**config.mk**
```make
export PLATFORM = sky130hd
export DESIGN_NAME = ysyx_25030081_exu_issue
export DESIGN_NICKNAME = d
export VERILOG_FILES = /design/src/rtl/ysyx_25030081_exu_issue.sv
export SDC_FILE = /design/constraint.sdc
export NUM_CORES = 1
export LEC_CHECK = 0
export CORE_MARGIN = 2
export CORE_UTILIZATION = 45
export CTS_BUF_LIST = sky130_fd_sc_hd__clkbuf_4
export CTS_CLUSTER_SIZE = 20
export DETAILED_ROUTE_END_ITERATION = 10
export PLACE_DENSITY = 0.81
export RECOVER_POWER = 100
export SLEW_MARGIN = 25
export SYNTH_ARGS = -nofsm -noshare
export SYNTH_HDL_FRONTEND = slang
export SYNTH_SLANG_ARGS = --single-unit
```
**constraint.sdc**
```tcl
create_clock -name clk -period 12 [get_ports clk]
set_input_delay 1.2 -clock clk [delete_from_list [all_inputs] [get_ports clk]]
set_output_delay 1.2 -clock clk [all_outputs]
set_load 0.01 [all_outputs]
```
**src/rtl/ysyx_25030081_exu_issue.sv**
```systemverilog
// Issue stage ahead of the ALU: captures decoded instructions with final operands already
// selected, holds up to two of them (main + skid) and presents the main entry to the ALU.
module ysyx_25030081_exu_issue #(
    parameter int DATA_WIDTH = 32,
    parameter int CNT_WIDTH  = 32
) (
    input  logic                  clk,
    input  logic                  rst,
    input  logic                  flush,
    input  logic                  in_valid,
    output logic                  in_ready,
    input  logic [3:0]            in_alu_op,
    input  logic [DATA_WIDTH-1:0] in_pc,
    input  logic [DATA_WIDTH-1:0] in_rs1,
    input  logic [DATA_WIDTH-1:0] in_rs2,
    input  logic [DATA_WIDTH-1:0] in_imm,
    input  logic                  in_src1_pc,
    input  logic                  in_src2_imm,
    input  logic [4:0]            in_rd,
    input  logic                  in_wen,
    output logic                  out_valid,
    input  logic                  out_ready,
    output logic [3:0]            out_alu_op,
    output logic [DATA_WIDTH-1:0] out_op1,
    output logic [DATA_WIDTH-1:0] out_op2,
    output logic [DATA_WIDTH-1:0] out_pc,
    output logic [4:0]            out_rd,
    output logic                  out_wen,
    output logic [CNT_WIDTH-1:0]  stall_cnt
);

    // state = {main_valid, skid_valid}; 2'b01 cannot be reached
    localparam logic [1:0] EMPTY = 2'b00;
    localparam logic [1:0] ONE   = 2'b10;
    localparam logic [1:0] FULL  = 2'b11;

    typedef struct packed {
        logic [3:0]            alu_op;
        logic [DATA_WIDTH-1:0] op1;
        logic [DATA_WIDTH-1:0] op2;
        logic [DATA_WIDTH-1:0] pc;
        logic [4:0]            rd;
        logic                  wen;
    } entry_t;

    logic [1:0] state;
    logic [1:0] state_n;
    entry_t     main_q;
    entry_t     skid_q;
    entry_t     new_entry;
    logic       main_valid;
    logic       skid_valid;
    logic       accept;
    logic       drain;
    logic       load_main_new;
    logic       load_main_skid;
    logic       load_skid;

    localparam logic [CNT_WIDTH-1:0] CNT_MAX = {CNT_WIDTH{1'b1}};
    localparam logic [CNT_WIDTH-1:0] CNT_ONE = {{(CNT_WIDTH-1){1'b0}}, 1'b1};

    assign main_valid = state[1];
    assign skid_valid = state[0];
    assign in_ready   = ~skid_valid;
    assign out_valid  = main_valid;
    assign accept     = in_valid & in_ready;
    assign drain      = main_valid & out_ready;

    // Operands are resolved before storage so the ALU sees only final values
    always_comb begin
        new_entry.alu_op = in_alu_op;
        new_entry.op1    = in_src1_pc  ? in_pc  : in_rs1;
        new_entry.op2    = in_src2_imm ? in_imm : in_rs2;
        new_entry.pc     = in_pc;
        new_entry.rd     = in_rd;
        new_entry.wen    = in_wen & (in_rd != 5'd0);
    end

    always_comb begin
        state_n        = state;
        load_main_new  = 1'b0;
        load_main_skid = 1'b0;
        load_skid      = 1'b0;
        if (flush) begin
            state_n = EMPTY;
        end else begin
            case (state)
                EMPTY: begin
                    if (accept) begin
                        load_main_new = 1'b1;
                        state_n       = ONE;
                    end
                end
                ONE: begin
                    if (accept && drain) begin
                        load_main_new = 1'b1;
                    end else if (accept) begin
                        load_skid = 1'b1;
                        state_n   = FULL;
                    end else if (drain) begin
                        state_n = EMPTY;
                    end
                end
                FULL: begin
                    if (drain) begin
                        load_main_skid = 1'b1;
                        state_n        = ONE;
                    end
                end
                default: state_n = EMPTY;
            endcase
        end
    end

    always_ff @(posedge clk or posedge rst) begin
        if (rst) begin
            state  <= EMPTY;
            main_q <= '0;
            skid_q <= '0;
        end else begin
            state <= state_n;
            if (load_main_new) begin
                main_q <= new_entry;
            end else if (load_main_skid) begin
                main_q <= skid_q;
            end
            if (load_skid) begin
                skid_q <= new_entry;
            end
        end
    end

    // Stall counter survives flush and saturates rather than wrapping
    always_ff @(posedge clk or posedge rst) begin
        if (rst) begin
            stall_cnt <= '0;
        end else if (main_valid && !out_ready && stall_cnt != CNT_MAX) begin
            stall_cnt <= stall_cnt + CNT_ONE;
        end
    end

    assign out_alu_op = main_q.alu_op;
    assign out_op1    = main_q.op1;
    assign out_op2    = main_q.op2;
    assign out_pc     = main_q.pc;
    assign out_rd     = main_q.rd;
    assign out_wen    = main_q.wen;

endmodule
```
==> flow_summary_export.csv, run 1 <==
group,metric,value,unit
logic_synthesis,synth_edf_count,0,
clocking,clockBufferDepth,3,
floorplan,die_area,25900,um2
timing,fin_ws,5.03,ns
clocking,clk_latency,0.66,ns
timing,setup_viol,0,
grt,grt-ovfl-total,0,
status,status,"finished, violations left",
timing,period_share,58.1,%
grt,track_usage,20.7,%
detailed_routing,num_vias,8561,
grt,grt_pass1_wl,43800,um
placed_design,place_congestion,0.845,
critical_path,r2r_start,"state[0]",
logic_synthesis,ys_types,33,
logic_synthesis,yosysTopAreaCell,"dfrtp_1",
timing,relSlewSlack,-227,%
logic_synthesis,synthTopCellsByCount,"dfrtp_1, nand2_1, o21ai_0",
layout,area_growth,34.1,%
timing,worst_pin_slew,4.87,ns
logic_synthesis,synth-async-reset-ratio,100,%
floorplan,io-pin-count,285,
min_path,hold_start,"skid_q[47]",
logic_synthesis,ys_warn_count,0,
critical_path,critPathMaxFanout,89,
power_and_ir_drop,ir_drop,0.124,mV
floorplan,die_h,161,um
timing,tns,0,ns
clocking,holdBufCountCts,0,
critical_path,worstPathCellList,"dlygate4sd3_1 -> nor2_1 -> nand3_1 -> clkbuf_1 -> o21ai_0",
detailed_routing,drtAntennaViolNets,0,
logic_synthesis,synth_seq_area_share,55.6,%
min_path,hold_class,"reg -> reg",
min_path,hold_end,"skid_q[47]",
floorplan,start_util,45.6,%
grt,antenna_found_initial,1,
clocking,h-tree-depth,2,
layout,fin_nets,1444,
logic_synthesis,synth_area_per_cell,11.0,um2
logic_synthesis,yosysTopAreaCellShare,55.6,%
timing,fmax,143,MHz
critical_path,cp-start-kind,"primary input",
placed_design,pre_cts_ws,7.93,ns
floorplan,core-area,24200,um2
timing,finalHoldViolations,0,
clocking,cts_tree,"done",
detailed_routing,drc,0,
timing,period_needed,6.97,ns
logic_synthesis,syn_area,11100,um2
detailed_routing,routed_via_density,5.14,
logic_synthesis,postSynthRegisterBits,246,
clocking,cts_root_buf,"clkbuf_4",
critical_path,r2r_setup_slack,5.58,ns
floorplan,rows,57,
critical_path,cp_num_buf_inv,2,
grt,first_global_vias,8704,
detailed_routing,drtPass1Iterations,4,
logic_synthesis,netlist_instances,1002,
critical_path,startpoint,"flush",
critical_path,required,12.37,ns
power_and_ir_drop,cellPowerDensity,212,nW/um2
placed_design,place_hpwl,18300,um
logic_synthesis,synth.net_count,1152,
grt,grt_max_degree,111,
timing,skew,0.0312,ns
placed_design,portBuffers,284,
detailed_routing,wirelength,27100,um
min_path,holdPathStages,2,
clocking,cts-buffers-inserted,61,
power_and_ir_drop,p_leak,6.78,nW
clocking,cts_resized,0,
detailed_routing,wl_per_cell,16.3,um
clocking,cts_setup_buffers,0,
timing,slew_violations,475,
job,cap_violations,5,
detailed_routing,first_iter_violations,419,
clocking,cts_sinks,246,
critical_path,critPathSlowestCell,"clkbuf_1",
critical_path,cp_top_family,"buffers and inverters",
clocking,clk_pin_slew,0.07,ns
logic_synthesis,synth.area.top_cells,"dfrtp_1, mux2_2, mux2i_1, o21ai_0, nand2_1",
timing,rsz0062_at_grt,"false",
critical_path,r2r_cells,5,
critical_path,crit_type,"in -> reg",
layout,drive_gt1_share,15.5,%
critical_path,arrival,7.34,ns
status,violations,"max-capacitance violations, max-slew violations",
critical_path,slowest_delay,2.69,ns
critical_path,worst_setup_path_end_kind,"register",
logic_synthesis,ys.flop_type,"dfrtp_1",
floorplan,die_w,161,um
logic_synthesis,synth.most_common_cell,"dfrtp_1",
critical_path,r2r-end,"skid_q[101]",
==> logic make-up (layout without fill, tap and decap cells) <==
family | Yosys count | in the layout | synth area share (%)
and+or+nand+nor | 254 | 254 | 9.91
DFF | 246 | 246 | 55.6
muxes | 213 | 213 | 20.5
AOI/OAI and AO/OA | 183 | 183 | 8.48
buffers and inverters | 71 | 407 | 2.58
xor gates and xnor gates | 30 | 30 | 2.37
adders and majority gates | 5 | 5 | 0.565
other | 0 | 2 | 0
==> placed cells by master (no fill, tap or decap), types with 11 or more instances in the layout <==
cell type	instances
dfrtp_1	246
o21ai_0	109
nor2_1	78
a21oi_1	68
clkdlybuf4s50_1	139
mux2i_1	106
clkinv_1	14
nand2_1	119
nand4_1	19
mux2_2	107
xnor2_1	23
nand3_1	11
clkbuf_4	89
dlygate4sd3_1	143
==> flip-flops by register name, indices dropped and copies added (netlist names), 2 cells and up <==
register,count
stall_cnt,32
out_op1,32
out_alu_op,4
out_op2,32
skid_q,106
state,2
out_rd,5
out_pc,32
==> power by group <==
part           internal (W)  switching (W)  total [W]  leakage [nW]
registers           0.00120       0.000189    0.00139          2.98
logic              0.000586       0.000511    0.00110          3.36
clock network      0.000338       0.000323   0.000661         0.447
total               0.00213        0.00102    0.00315          6.78
==> worst max-delay path by stage <==
stage	end	slack [ns]	cells after the start
after detailed placement	skid_q[33]	7.93	5
after floorplan	out_alu_op[0]	4.04	1
after global routing	skid_q[49]	4.28	5
after global placement	skid_q[30]	7.97	5
final	skid_q[101]	5.03	5
after CTS	skid_q[22]	8.64	5
==> worst reg2reg max path, delay by kind of cell (launching register included) <==
kind                     cells  cell delay (ns)
adder cells (fa/ha/maj)      1             0.25
buffers and inverters        2             2.89
AO/OA/AOI/OAI                1             0.54
flip-flops                   1             0.43
AND/OR/NAND/NOR              1             2.03
==> final cells by class <==
type | count | area (um2)
Clock inverter | 18 | 71.3
Antenna cell | 2 | 5.00
Sequential cell | 246 | 6160
Inverter | 8 | 31.3
Clock buffer | 89 | 668
Timing Repair Buffer | 292 | 2880
Fill cell | 2000 | 9410
Multi-Input combinational cell | 685 | 4620
Tap cell | 324 | 405
==> per-stage QoR <==
stage | power (W) | utilization [%] | hold WS [ns] | instances | cell area [um2]
after floorplan | 0.00198 | - | 0.446 | 1002 | 11100
after global placement | 0.00252 | 58.3 | 0.458 | 1554 | 14100
after detailed placement | 0.00258 | 58.3 | 0.467 | 1554 | 14100
after CTS | 0.00326 | 61.3 | 0.480 | 1661 | 14900
after global routing | 0.00339 | 61.2 | 0.501 | 1663 | 14800
final | 0.00315 | 61.2 | 0.475 | 1664 | 14800
==> metal layers <==
metal,global-route usage (%),routed length [um]
met5,0,0
met4,6.45,606
met3,7.52,2480
met2,33.7,12500
met1,25.9,11500
(Power assumes the default switching activity.)
==> run 2: changes to the inputs <==
--- a/config.mk
+++ b/config.mk
@@ -10,7 +10,7 @@
 export CTS_BUF_LIST = sky130_fd_sc_hd__clkbuf_4
 export CTS_CLUSTER_SIZE = 20
 export DETAILED_ROUTE_END_ITERATION = 10
-export PLACE_DENSITY = 0.81
+export PLACE_DENSITY = 0.83
 export RECOVER_POWER = 100
 export SLEW_MARGIN = 25
 export SYNTH_ARGS = -nofsm -noshare
==> constraint.sdc (replaced) <==
create_clock -name clk -period 6.06 [get_ports clk]
set_input_delay 0.606 -clock clk [delete_from_list [all_inputs] [get_ports clk]]
set_output_delay 0.606 -clock clk [all_outputs]
set_load 0.01 [all_outputs]
==> run 2 against run 1 <==
Effect of this change: the run still ends with max-capacitance violations, max-slew violations left; first-iteration DRC count shrank 2.4%; clock skew grew 0.015 ns; clock power grew 130%; sequential power grew 98%; flip-flop and latch count is the same; die area is the same; count of clock-buffer cells in the layout grew 6; power grew 100%; register-to-register slack lost 3.7 ns; largest cell class unchanged; critical path depth grew 1; core utilization grew 0.49 points.
==> flow_summary_export.csv, run 2 (same netlist as run 1, synthesis figures left out) <==
group,metric,value,unit
clocking,cts_tree,"done",
grt,grtUsageMet2,34.6,%
grt,grt_use_met3,8.01,%
detailed_routing,first_iter_violations,409,
layout,area_growth,35.2,%
power_and_ir_drop,clkPwrFrac,23.3,%
layout,top_register,"skid_q",
detailed_routing,drtAntennaViolNets,0,
timing,skew,0.0461,ns
critical_path,arrival,4.63,ns
power_and_ir_drop,ir_drop,0.257,mV
grt,grt_pass1_wl,44500,um
detailed_routing,wl_per_cell,16.2,um
clocking,h-tree-depth,3,
clocking,clk_latency,0.64,ns
floorplan,start_util,45.6,%
job,cap_violations,4,
floorplan,io-pin-count,285,
placed_design,portBuffers,284,
grt,met1_usage,25.6,%
power_and_ir_drop,p_sw_share,31.8,%
grt,grt_max_degree,213,
grt,track_usage,21.1,%
clocking,cts_root_buf,"clkbuf_4",
grt,grt-ovfl-total,0,
clocking,cts_setup_buffers,0,
power_and_ir_drop,p_int,0.00436,W
floorplan,core-area,24200,um2
detailed_routing,drtPass1Iterations,5,
critical_path,required,6.51,ns
critical_path,critPathMaxFanout,106,
clocking,cts_resized,0,
floorplan,die_area,25900,um2
grt,first_global_vias,8925,
critical_path,crit_type,"reg -> reg",
floorplan,die_h,161,um
layout,final_common_cell,"dfrtp_1",
clocking,cts-buffers-inserted,67,
clocking,clockBufferDepth,3,
clocking,cts_sinks,246,
layout,antenna_cells,0,
critical_path,worst_setup_path_end_kind,"register",
timing,rsz0062_at_grt,"false",
floorplan,die_w,161,um
timing,worst_pin_slew,3.33,ns
timing,period_share,68.9,%
timing,setup_viol,0,
timing,finalHoldViolations,0,
floorplan,rows,57,
timing,fmax,239,MHz
grt,busiest_layer,"met2",
critical_path,critPathSlowestCell,"clkbuf_2",
detailed_routing,num_vias,8617,
placed_design,place_congestion,0.892,
power_and_ir_drop,power.share.sequential,43.0,%
layout,drive_gt1_share,16.1,%
min_path,hold_class,"reg -> reg",
timing,relSlewSlack,-122,%
timing,tns,0,ns
layout,largest_reg_flops,106,
placed_design,place_hpwl,17700,um
detailed_routing,drc,0,
status,violations,"max-capacitance violations, max-slew violations",
critical_path,slowest_delay,2.16,ns
layout,layout_common_cells,"dfrtp_1, clkdlybuf4s50_1, dlygate4sd3_1, nand2_1, o21ai_0",
power_and_ir_drop,cellPowerDensity,427,nW/um2
power_and_ir_drop,p_leak,6.83,nW
clocking,holdBufCountCts,0,
layout,fin_nets,1448,
clocking,clk_pin_slew,0.06,ns
power_and_ir_drop,p_switching,0.00203,W
placed_design,postPlaceCellArea,14200,um2
critical_path,cp-start-kind,"register",
detailed_routing,wirelength,26800,um
power_and_ir_drop,finalPower,0.00639,W
status,status,"finished, violations left",
placed_design,pre_cts_ws,2.85,ns
critical_path,worstPathCellList,"ha_1 -> nand4b_1 -> clkbuf_2 -> mux2_2 -> nor2_1 -> a21oi_1",
timing,period_needed,4.18,ns
grt,antenna_found_initial,0,
power_and_ir_drop,combPwrFrac,33.7,%
timing,slew_violations,252,
layout,stdcell_area,15000,um2
detailed_routing,routed_via_density,5.20,
timing,fin_ws,1.88,ns
-- run 2: cell count changes in the layout (fill, tap and decap cells not counted), sizes merged --
cell,previous run,this run
buf,6,5
clkbuf,93,98
diode,2,0
dlygate4sd3,143,141
clkinv,17,6
clkdlybuf4s50,139,141
bufinv,0,3
-- run 2: routing by layer --
layer / part of all wire (%) / wire, um
met5: 0 / 0
met4: 2.1 / 568
met3: 9.4 / 2510
met2: 48 / 12800
met1: 41 / 10900
-- run 2: path summary, 6_finish.rpt --
| kind | start | to | slack [ns] | depth (start not counted) |
|---|---|---|---|---|
| worst max register to register | state[1] | out_op1[21] | 1.88 | 6 |
| worst min-delay path | skid_q[80] | skid_q[80] | 0.47 | 2 |
| worst min register to register | skid_q[80] | skid_q[80] | 0.47 | 2 |
| worst max-delay path | state[1] | out_op1[21] | 1.88 | 6 |
| min in group asynchronous | rst | out_op1[25] | 0.87 | 2 |
| max in group asynchronous | rst | skid_q[56] | 3.81 | 3 |
-- run 2: final cells by class --
cell class	instances	area (um2)
clock buffer	95	713
fill	1986	9290
tap	324	405
multi-input combinational	685	4640
clock inverter	10	116
timing repair buffer	290	2900
sequential	246	6160
inverter	8	31.3
-- run 2: worst max-delay path: cells and delay by family, from the launching register on --
| kind | cells | cell delay, ns |
|---|---|---|
| AOI/OAI and AO/OA | 1 | 0.06 |
| adders and majority gates | 1 | 0.28 |
| DFF | 1 | 0.48 |
| and+or+nand+nor | 2 | 0.21 |
| muxes | 1 | 0.49 |
| buffers and inverters | 1 | 2.16 |
-- run 2: power groups by stage --
| stage | clock, W | sequential, W | combinational (W) |
|---|---|---|---|
| after floorplan | 0 | 0.00289 | 0.00102 |
| after global placement | 0 | 0.00276 | 0.00223 |
| after detailed placement | 0 | 0.00279 | 0.00231 |
| after CTS | 0.00154 | 0.00277 | 0.00232 |
| after global routing | 0.00162 | 0.00285 | 0.00240 |
| final | 0.00149 | 0.00275 | 0.00216 |
-- run 2: through the flow --
stage	cells	util (%)	hold WS [ns]
CTS	1658	61.8	0.440
global route	1658	61.7	0.503
detailed placement	1553	58.4	0.467
global placement	1553	58.4	0.457
floorplan	1002	-	0.446
finish	1658	61.7	0.473
==> run 3: changes to the inputs <==
==> constraint.sdc (replaced) <==
create_clock -name clk -period 3.4 [get_ports clk]
set_input_delay 0.34 -clock clk [delete_from_list [all_inputs] [get_ports clk]]
set_output_delay 0.34 -clock clk [all_outputs]
set_load 0.01 [all_outputs]
==> run 3 against run 2 <==
Effect of this change: the flow still finishes with violations (max-capacitance violations, max-slew violations); count of clock-buffer cells in the layout increased by 6; combinational power increased by 79%; largest power group unchanged; fmax increased by 53%; power increased by 79%; largest cell class unchanged; critical path type unchanged; hold slack got worse by 0.20 ns; sequential power increased by 78%.
==> flow_summary_export.csv, run 3 (same netlist as run 1, synthesis figures left out) <==
group,metric,value,unit
status,status,"finished, violations left",
status,violations,"max-capacitance violations, max-slew violations",
timing,skew,0.0486,ns
critical_path,cp_num_buf_inv,1,
clocking,cts_setup_buffers,0,
critical_path,r2r_setup_slack,0.67,ns
placed_design,place_congestion,0.920,
layout,area_growth,36.3,%
layout,final_common_cell,"dfrtp_1",
critical_path,critPathSlowestCell,"clkbuf_2",
critical_path,critPathMaxFanout,62,
layout,num-fill-cells,1905,
layout,antenna_cells,0,
clocking,holdBufCountCts,0,
placed_design,place_hpwl,18600,um
timing,relSlewSlack,-17.6,%
detailed_routing,routed_via_density,5.19,
grt,grt_max_degree,123,
timing,rsz0062_at_grt,"false",
placed_design,portBuffers,284,
job,cap_violations,1,
clocking,clk_pin_slew,0.06,ns
grt,grt-ovfl-total,0,
layout,drive_gt1_share,16.7,%
critical_path,cp_top_family,"buffers and inverters",
detailed_routing,drc,0,
critical_path,worstPathCellList,"ha_1 -> nand3_4 -> clkbuf_2 -> mux2_2",
critical_path,arrival,3.23,ns
power_and_ir_drop,p_leak,6.90,nW
floorplan,io-pin-count,285,
min_path,hold_class,"in -> reg",
timing,slew_violations,36,
clocking,h-tree-depth,3,
timing,fin_ws,0.668,ns
floorplan,die_area,25900,um2
timing,tns,0,ns
power_and_ir_drop,p_int,0.00778,W
detailed_routing,wirelength,27100,um
timing,period_share,80.3,%
timing,worst_pin_slew,1.75,ns
layout,seq_area,6160,um2
layout,fin_nets,1459,
layout,layout_common_cells,"dfrtp_1, clkdlybuf4s50_1, dlygate4sd3_1, nand2_1, o21ai_0",
power_and_ir_drop,clkPwrFrac,23.3,%
placed_design,dpl.cell_count,1564,
layout,top_register,"skid_q",
critical_path,cp-start-kind,"register",
power_and_ir_drop,ir_drop,0.447,mV
floorplan,die_h,161,um
grt,grt_pass1_wl,44800,um
layout,final_core_util,62.2,%
floorplan,core-area,24200,um2
power_and_ir_drop,power.share.sequential,42.9,%
timing,period_needed,2.73,ns
detailed_routing,num_vias,8693,
layout,largest_reg_flops,106,
floorplan,start_util,45.6,%
critical_path,crit_type,"reg -> reg",
floorplan,rows,57,
power_and_ir_drop,p_switching,0.00365,W
clocking,clockBufferDepth,3,
clocking,cts-buffers-inserted,67,
clocking,clk_latency,0.64,ns
clocking,cts_root_buf,"clkbuf_4",
layout,fin_cells,1675,
floorplan,die_w,161,um
critical_path,slowest_delay,1.02,ns
detailed_routing,wl_per_cell,16.2,um
clocking,cts_resized,0,
power_and_ir_drop,cellPowerDensity,758,nW/um2
timing,setup_viol,0,
timing,fmax,366,MHz
clocking,cts_tree,"done",
grt,first_global_vias,8920,
power_and_ir_drop,p_sw_share,31.9,%
clocking,cts_sinks,246,
critical_path,worst_setup_path_end_kind,"register",
layout,multiInputGateArea,4630,um2
grt,track_usage,21.1,%
detailed_routing,drtAntennaViolNets,0,
detailed_routing,drtPass1Iterations,5,
timing,fin_hold_ws,0.276,ns
grt,antenna_found_initial,0,
power_and_ir_drop,combPwrFrac,33.9,%
timing,finalHoldViolations,0,
detailed_routing,first_iter_violations,432,
placed_design,pre_cts_ws,1.04,ns
critical_path,required,3.90,ns
==> run 3: path summary, 6_finish.rpt <==
check                                  start       endpoint  cells after the start
worst min register to register    skid_q[85]     skid_q[85]                      2
worst max-delay path                state[1]     skid_q[20]                      4
worst min-delay path            in_alu_op[2]  out_alu_op[2]                      3
min in group asynchronous                rst     out_pc[23]                      2
worst max register to register      state[1]     skid_q[20]                      4
max in group asynchronous                rst   stall_cnt[3]                      3
==> run 3: tightest hold or removal path, cell delays in order <==
cell             delay, ns
clkdlybuf4s50_1       0.41
nand2_1               0.05
o21ai_0               0.06
==> run 3: area by class of cell <==
type,count,area share [%]
Clock buffer,101,5.03
Inverter,8,0.207
Tap cell,324,2.69
Clock inverter,10,0.622
Sequential cell,246,40.8
Multi-Input combinational cell,685,30.7
Timing Repair Buffer,301,19.9
==> run 3: power groups by stage <==
stage	combinational (W)	clock, W	sequential, W
floorplan	0.00182	0	0.00515
global placement	0.00402	0	0.00491
detailed placement	0.00416	0	0.00498
CTS	0.00419	0.00275	0.00494
global route	0.00429	0.00291	0.00507
finish	0.00387	0.00266	0.00490
==> run 3: routing by layer <==
| layer | up-vias | track usage, % | wire (um) | part of all wire, % |
|---|---|---|---|---|
| met5 | - | 0 | 0 | 0 |
| met4 | 0 | 5.76 | 345 | 1.3 |
| met3 | 35 | 7.49 | 2370 | 8.7 |
| met1 | 4235 | 26.0 | 11100 | 41 |
| met2 | 271 | 35.5 | 13300 | 49 |
| li1 | 4152 | - | - | - |
==> run 3: metrics by stage <==
stage	area [um2]	power (W)
after global routing	15100	0.0123
after global placement	14300	0.00893
after detailed placement	14300	0.00914
after CTS	15200	0.0119
after floorplan	11100	0.00698
final	15100	0.0114
